$ cat src/rtl/mont_pkg.sv
// ----------------------------------------------------------------------------
// mont_pkg
// Shared definitions for the Montgomery candidate-selection datapath.
//   calc_ncand / calc_cw / calc_idxw : derive NCAND, CW and IDXW from the
//                                      lane count and data width
//   idx_accum                        : index sentinel meaning "the accumulator
//                                      was selected" (value NCAND)
//   cand_sign                        : sign bit of a CW-wide candidate
// ----------------------------------------------------------------------------
package mont_pkg;

    localparam int STAT_W = 32;

    // One candidate per pair of lanes plus the unsubtracted value.
    function automatic int calc_ncand(input int mlsize);
        return mlsize / 2 + 1;
    endfunction

    // Reduced value plus lane-growth bits, one guard bit and the sign bit.
    function automatic int calc_cw(input int nbits, input int pbits);
        return nbits + pbits + 2;
    endfunction

    // Must also encode the sentinel value NCAND.
    function automatic int calc_idxw(input int ncand);
        return $clog2(ncand + 1);
    endfunction

    function automatic int idx_accum(input int ncand);
        return ncand;
    endfunction

    // Candidates are zero-extended into 64 bits; the sign sits at cw-1.
    function automatic logic cand_sign(input logic [63:0] value, input int cw);
        logic [5:0] pos;
        pos = 6'(cw - 1);
        return value[pos];
    endfunction

endpackage

$ cat src/rtl/mont_prio_pick.sv
// ----------------------------------------------------------------------------
// mont_prio_pick
// Combinational priority picker over a W-bit request vector.
//   vec    in  W   request bits
//   onehot out W   the single winning bit (all zero when none)
//   idx    out IW  binary position of the winner (0 when none)
//   none   out 1   no request bit set
// PRIO_HIGH=1 makes the highest set position win, PRIO_HIGH=0 the lowest.
// ----------------------------------------------------------------------------
module mont_prio_pick #(
    parameter int W         = 1,
    parameter int PRIO_HIGH = 1,
    parameter int IW        = (W > 1) ? $clog2(W) : 1
) (
    input  logic [W-1:0]  vec,
    output logic [W-1:0]  onehot,
    output logic [IW-1:0] idx,
    output logic          none
);

    // Scan in the direction that lets the winning bit be the last one seen.
    always_comb begin
        onehot = '0;
        idx    = '0;
        none   = 1'b1;
        if (PRIO_HIGH != 0) begin
            for (int i = 0; i < W; i++) begin
                if (vec[i]) begin
                    onehot    = '0;
                    onehot[i] = 1'b1;
                    idx       = IW'(i);
                    none      = 1'b0;
                end
            end
        end else begin
            for (int i = W - 1; i >= 0; i--) begin
                if (vec[i]) begin
                    onehot    = '0;
                    onehot[i] = 1'b1;
                    idx       = IW'(i);
                    none      = 1'b0;
                end
            end
        end
    end

endmodule

$ cat src/rtl/mont_cand_select_pipe.sv
// ----------------------------------------------------------------------------
// mont_cand_select_pipe
// Two-stage pipelined selector for radix-2^PBITS Montgomery reduction. Each
// transaction carries NCAND signed trial-subtraction candidates; the block
// returns the priority-winning non-negative candidate inside a window of
// NCAND-1 entries, or a fallback value when none is non-negative.
//
// Ports
//   clk, rst_n    clock, asynchronous active-low reset
//   in_valid/in_ready   input handshake
//   in_cand       NCAND*CW packed candidates, candidate k at [k*CW +: CW]
//   in_accum      fallback value when in_bypass=1
//   in_bypass     1: window 0..NCAND-2, fallback in_accum
//                 0: window 1..NCAND-1, fallback cand[0][NBITS-1:0]
//   out_valid/out_ready output handshake
//   out_data      selected value
//   out_idx       selected candidate index (NCAND = accumulator)
//   out_fallback  no window candidate was non-negative
//
// Optional (macro MONT_SEL_STATS_EN):
//   stat_fallback_cnt  saturating count of fallback results transferred out
//   stat_stall         out_valid && !out_ready
//
// Handshake: a beat moves on a rising edge where valid && ready. A producer
// holds valid and payload stable until it moves; out_data/out_idx/
// out_fallback stay stable while out_valid && !out_ready. in_ready is
// combinational and only drops when both stages are full and the output is
// stalled.
// ----------------------------------------------------------------------------
module mont_cand_select_pipe
    import mont_pkg::*;
#(
    parameter int NBITS     = 8,
    parameter int PBITS     = 1,
    parameter int MLSIZE    = 1 << PBITS,
    parameter int NCAND     = calc_ncand(MLSIZE),
    parameter int CW        = calc_cw(NBITS, PBITS),
    parameter int IDXW      = calc_idxw(NCAND),
    parameter int PRIO_HIGH = 1
) (
    input  logic                  clk,
    input  logic                  rst_n,
    input  logic                  in_valid,
    output logic                  in_ready,
    input  logic [NCAND*CW-1:0]   in_cand,
    input  logic [NBITS-1:0]      in_accum,
    input  logic                  in_bypass,
    output logic                  out_valid,
    input  logic                  out_ready,
    output logic [NBITS-1:0]      out_data,
    output logic [IDXW-1:0]       out_idx,
    output logic                  out_fallback
`ifdef MONT_SEL_STATS_EN
    ,
    output logic [STAT_W-1:0]     stat_fallback_cnt,
    output logic                  stat_stall
`endif
);

    localparam int WIN = NCAND - 1;
    localparam int PW  = (WIN > 1) ? $clog2(WIN) : 1;

    // ---------------- stage A ----------------
    logic               a_valid;
    logic [WIN-1:0]     a_nn;
    logic [NBITS-1:0]   a_data [NCAND];
    logic [NBITS-1:0]   a_fb;
    logic               a_bypass;

    logic [WIN-1:0]     nn_win;
    logic [NBITS-1:0]   cand_lo [NCAND];
    logic [NBITS-1:0]   fb_in;
    logic               in_xfer;
    logic               b_en;

    // Stage B can take a new beat whenever the output register is free or
    // being drained this cycle.
    assign b_en     = !out_valid || out_ready;
    assign in_ready = !a_valid || b_en;
    assign in_xfer  = in_valid && in_ready;

    // Window entry j maps to candidate j (bypass) or j+1 (no bypass). Guard
    // bits between NBITS and the sign are dropped here.
    always_comb begin
        nn_win = '0;
        for (int k = 0; k < NCAND; k++) begin
            cand_lo[k] = in_cand[k*CW +: NBITS];
        end
        for (int j = 0; j < WIN; j++) begin
            if (in_bypass) begin
                nn_win[j] = !cand_sign(64'(in_cand[j*CW +: CW]), CW);
            end else begin
                nn_win[j] = !cand_sign(64'(in_cand[(j+1)*CW +: CW]), CW);
            end
        end
        fb_in = in_bypass ? in_accum : in_cand[NBITS-1:0];
    end

    always_ff @(posedge clk or negedge rst_n) begin
        if (!rst_n) begin
            a_valid  <= 1'b0;
            a_nn     <= '0;
            a_fb     <= '0;
            a_bypass <= 1'b0;
            for (int k = 0; k < NCAND; k++) begin
                a_data[k] <= '0;
            end
        end else if (in_xfer) begin
            a_valid  <= 1'b1;
            a_nn     <= nn_win;
            a_data   <= cand_lo;
            a_fb     <= fb_in;
            a_bypass <= in_bypass;
        end else if (b_en) begin
            a_valid  <= 1'b0;
        end
    end

    // ---------------- stage B ----------------
    logic [WIN-1:0]   pick_oh;
    logic [PW-1:0]    pick_idx;
    logic             pick_none;
    logic [NBITS-1:0] b_data;
    logic [IDXW-1:0]  b_idx;

    mont_prio_pick #(
        .W         (WIN),
        .PRIO_HIGH (PRIO_HIGH),
        .IW        (PW)
    ) u_pick (
        .vec    (a_nn),
        .onehot (pick_oh),
        .idx    (pick_idx),
        .none   (pick_none)
    );

    // The picker works in window positions; shift back to the real
    // candidate index when the window starts at candidate 1.
    always_comb begin
        b_data = '0;
        b_idx  = a_bypass ? IDXW'(pick_idx) : IDXW'(pick_idx) + IDXW'(1);
        for (int j = 0; j < WIN; j++) begin
            if (pick_oh[j]) begin
                b_data = a_bypass ? a_data[j] : a_data[j+1];
            end
        end
        if (pick_none) begin
            b_data = a_fb;
            b_idx  = a_bypass ? IDXW'(idx_accum(NCAND)) : '0;
        end
    end

    always_ff @(posedge clk or negedge rst_n) begin
        if (!rst_n) begin
            out_valid    <= 1'b0;
            out_data     <= '0;
            out_idx      <= '0;
            out_fallback <= 1'b0;
        end else if (b_en) begin
            out_valid <= a_valid;
            if (a_valid) begin
                out_data     <= b_data;
                out_idx      <= b_idx;
                out_fallback <= pick_none;
            end
        end
    end

`ifdef MONT_SEL_STATS_EN
    always_ff @(posedge clk or negedge rst_n) begin
        if (!rst_n) begin
            stat_fallback_cnt <= '0;
        end else if (out_valid && out_ready && out_fallback &&
                     (stat_fallback_cnt != {STAT_W{1'b1}})) begin
            stat_fallback_cnt <= stat_fallback_cnt + 1'b1;
        end
    end

    assign stat_stall = out_valid && !out_ready;
`endif

endmodule

$ cat config.mk
export PLATFORM = sky130hd
export DESIGN_NAME = mont_cand_select_pipe
export DESIGN_NICKNAME = d
export VERILOG_FILES = /design/src/rtl/mont_pkg.sv /design/src/rtl/mont_prio_pick.sv /design/src/rtl/mont_cand_select_pipe.sv
export SDC_FILE = /design/constraint.sdc
export NUM_CORES = 1
export LEC_CHECK = 0
export ABC_AREA = 1
export CORE_MARGIN = 5
export CORE_UTILIZATION = 44
export DETAILED_ROUTE_END_ITERATION = 10
export PLACE_DENSITY = 0.73
export SLEW_MARGIN = 20
export SYNTH_ARGS = -nofsm -noshare
export SYNTH_HDL_FRONTEND = slang
export SYNTH_HIERARCHICAL = 1
export SYNTH_SLANG_ARGS = --single-unit
export TNS_END_PERCENT = 50
$ cat constraint.sdc
create_clock -name clk -period 1.3 [get_ports clk]
set_clock_uncertainty 0.05 [all_clocks]
set_input_delay 0.26 -clock clk [delete_from_list [all_inputs] [get_ports clk]]
set_output_delay 0.26 -clock clk [all_outputs]
set_load 0.005 [all_outputs]
==> metrics.csv <==
stage,metric,value,unit
cts,clkTransAtPathRegs,0.08,ns
routing,viasPerCell,4.88,
cells_and_area,multi_input_area,797,um^2
yosys,synth_warnings,6,
critical_path,cpMaxStageDelayCell,dfrtp_1,
global_route,grt_pass1_wl,7.29,mm
timing,fmax,772,MHz
placement,gp_congestion,0.785,
routing,ant_nets,0,
yosys,synth_cells,229,
routing,wl_met3,269,um
routing,drt_wl_total,4.59,mm
yosys,synth_edf_count,0,
cts,htreeDepth,2,
power,netSwitchingPower,0.00108,W
die,fp-row-count,23,
worst_hold_path,hold_class,input port to async pin,
cells_and_area,seqCellArea,976,um^2
timing,whs,0.279,ns
critical_path,cp_top_family,flip-flops,
timing,timing.final.crit_share,99.6,%
timing,rsz0062_at_grt,yes,
critical_path,cp_max_fo,2,
yosys,ys.flop_type,dfrtp_1,
yosys,yosys.cell_count.top_type,nand2_1,
power,pwr-share-seq,43.3,%
cts,worstSkewPairLatency,0.30,ns
critical_path,critPathLaunchType,register,
critical_path,end_kind,output pin,
power,powerDensity,1360,mW/mm^2
routing,drt-met1-wl,2.00,mm
yosys,synth_top_area_share,52.9,%
cts,cts_root_buffer,clkbuf_8,
yosys,syn_avg_cell_area,8.06,um^2
yosys,ys_async_sr_fraction,100,%
die,die_x,74.8,um
yosys,synth_nets,265,
global_route,antenna_found_initial,0,
global_route,grt_overflow,0,
routing,drt_iter0_markers,143,
power,p_int,0.00261,W
power,power.combinational.fraction,28.0,%
cts,cts_buffers,5,
cells_and_area,diodes,0,
die,initial_core_util,45.8,%
cts,cts.sinks,39,
outcome,status,"complete, no violations",
timing,finalSetupViolations,0,
global_route,grt_max_degree,40,
yosys,ys_seq_area_share,52.9,%
power,total_power,0.00369,W
power,p_clk_share,28.7,%
routing,dr.pass1.iters,4,
critical_path,crit_type,register to output pin,
critical_path,worstPathArrival,0.98,ns
die,die_area,0.00559,mm^2
routing,wl_per_cell,13.5,um
cells_and_area,area_growth,46.5,%
critical_path,critical_path.max_stage_delay,0.39,ns
power,ir_drop,0.000647,V
placement,io_buffers,43,
cts,hold_buffers,0,
die,ioPinCount,48,
timing,slew_violations,0,
cells_and_area,drive_above_1_share,21.7,%
cells_and_area,nets,325,
global_route,first_global_vias,1631,
die,die-height,74.8,um
timing,min_period,1.29,ns
global_route,grt_use_total,17.3,%
flow_run,drv_cap,0,
timing,final-hold-violation-count,0,
routing,route.top_layer_used,met4,
cts,cts_buffer_depth,2,
yosys,yosysUniqueCellTypes,19,
critical_path,cp_data_required_time,0.99,ns
die,core,0.00403,mm^2
yosys,ys_ff_latch,39,
placement,place_hpwl,3.05,mm
power,leakagePower,1.37,nW
critical_path,crit_top_cell,buf_6,
critical_path,cp_num_buf_inv,2,
routing,route.detailed.drc,0,
cts,cts_tree,yes,
yosys,synth_area,0.00185,mm^2
yosys,synthTopCellsByArea,"dfrtp_1 53%, nand2_1 18%, o21ai_0 5.4%",
routing,routed-via-count,1659,
power,switching_share,29.3,%
yosys,synth_top_area_cell,dfrtp_1,
yosys,ys_top_cells_by_count,"87 x nand2_1, 39 x dfrtp_1, 20 x o21ai_0, 16 x nand3_1, 16 x nor2_1",
cells_and_area,num-fill-cells,341,
critical_path,path_cells,buf_6 -> nand3_4 -> buf_6,
routing,met2_length,2.22,mm
-- final timing paths --
path | slack (ns) | end | cells past startpoint | startpoint
min | 0.28 | a_bypass | 2 | rst_n
min in group clk | 0.43 | a_data[0] | 3 | in_cand[11]
max in group asynchronous | 0.72 | a_fb[4] | 2 | rst_n
max | 0.005 | in_ready | 3 | out_valid
min reg2reg | 0.44 | a_data[3] | 2 | a_data[3]
max reg2reg | 0.04 | a_fb[3] | 7 | out_valid
-- sequential cells by signal (all words and copies together), names as in the netlist --
name and cells:
a_data 16, out_idx 2, out_data 8, out_valid 1
out_fallback 1, a_nn 1, a_valid 1, a_bypass 1
a_fb 8
-- worst register-to-register path: stages, from the launching register on --
cell	delay, ns
dfrtp_1	0.39
buf_6	0.13
nand3_4	0.07
buf_6	0.12
nand2_8	0.10
clkbuf_16	0.19
nand2_2	0.05
nand2_1	0.06
-- cell usage in the layout (no fill, tap or decap) --
| master | netlist | final |
|---|---|---|
| o21ai_2 | 0 | 1 |
| buf_12 | 0 | 2 |
| buf_4 | 6 | 13 |
| ha_1 | 1 | 1 |
| buf_6 | 2 | 5 |
| dfrtp_1 | 39 | 39 |
| clkdlybuf4s50_1 | 0 | 30 |
| inv_2 | 1 | 1 |
| nand3_1 | 16 | 16 |
| clkbuf_16 | 0 | 3 |
| nand3_4 | 0 | 1 |
| dlygate4sd2_1 | 0 | 12 |
| nand2_8 | 0 | 1 |
| clkbuf_8 | 0 | 6 |
| o211ai_1 | 1 | 1 |
| o21ai_1 | 0 | 10 |
| a21oi_2 | 1 | 1 |
| nand2_1 | 87 | 71 |
| inv_6 | 0 | 1 |
| nor2_1 | 16 | 16 |
| bufinv_16 | 0 | 1 |
| or2_2 | 8 | 8 |
| nand2_4 | 0 | 2 |
| inv_1 | 14 | 13 |
| nand4_1 | 8 | 8 |
| nand2_2 | 2 | 15 |
| o21ai_0 | 20 | 9 |
| clkinv_2 | 0 | 1 |
| buf_8 | 0 | 1 |
| conb_1 | 1 | 1 |
-- area by class of cell --
type / count / share of cell area, %
clock buffers: 6 / 3.05
clock inverters: 2 / 1.30
inverters: 15 / 2.27
multi-input cells: 162 / 29.5
flip-flops and latches: 39 / 36.1
well taps: 50 / 2.31
repair buffers: 66 / 25.5
-- through the flow --
stage          cells  setup TNS [ns]  area (um^2)  util, %  worst slack [ns]
2_1_floorplan    229               0         1850        -             0.122
3_3_place_gp     324           -7.55         2380     59.2            -0.327
3_5_place_dp     324           -8.97         2380     59.2            -0.352
4_1_cts          335        -0.00941         2510     62.4          -0.00941
5_1_grt          340          -0.304         2700     67.1           -0.0415
6_report         340               0         2700     67.1           0.00519
-- kinds of logic after synthesis --
group           after synthesis  synth area share [%]
buf+inv                      28                  8.00
fa+ha+maj                     1                 0.678
simple gates                138                  31.9
flops                        39                  52.9
other cells                   1                 0.203
compound gates               22                  6.31
-- routing by layer --
layer | global-route usage [%] | vias up
met5 | 0 | -
met4 | 6.52 | 0
met3 | 4.27 | 8
met2 | 28.7 | 42
met1 | 21.9 | 767
li1 | - | 842
-- power by group through the flow --
stage,sequential [W],combinational [W],clock (W)
final,0.00160,0.00103,0.00106
after global routing,0.00162,0.00115,0.00112
after CTS,0.00158,0.000916,0.00106
after detailed placement,0.00161,0.000947,0
after global placement,0.00160,0.000918,0
after floorplan,0.00159,0.000448,0
-- timing repair --
item	4_1_cts	5_1_grt
hold endpoints to repair	0	0
resized for setup	19	39
buffers inserted	3	1
gates cloned	0	4
setup endpoints to repair	13	38
pin swaps	0	4
(Power assumes the default switching activity.)
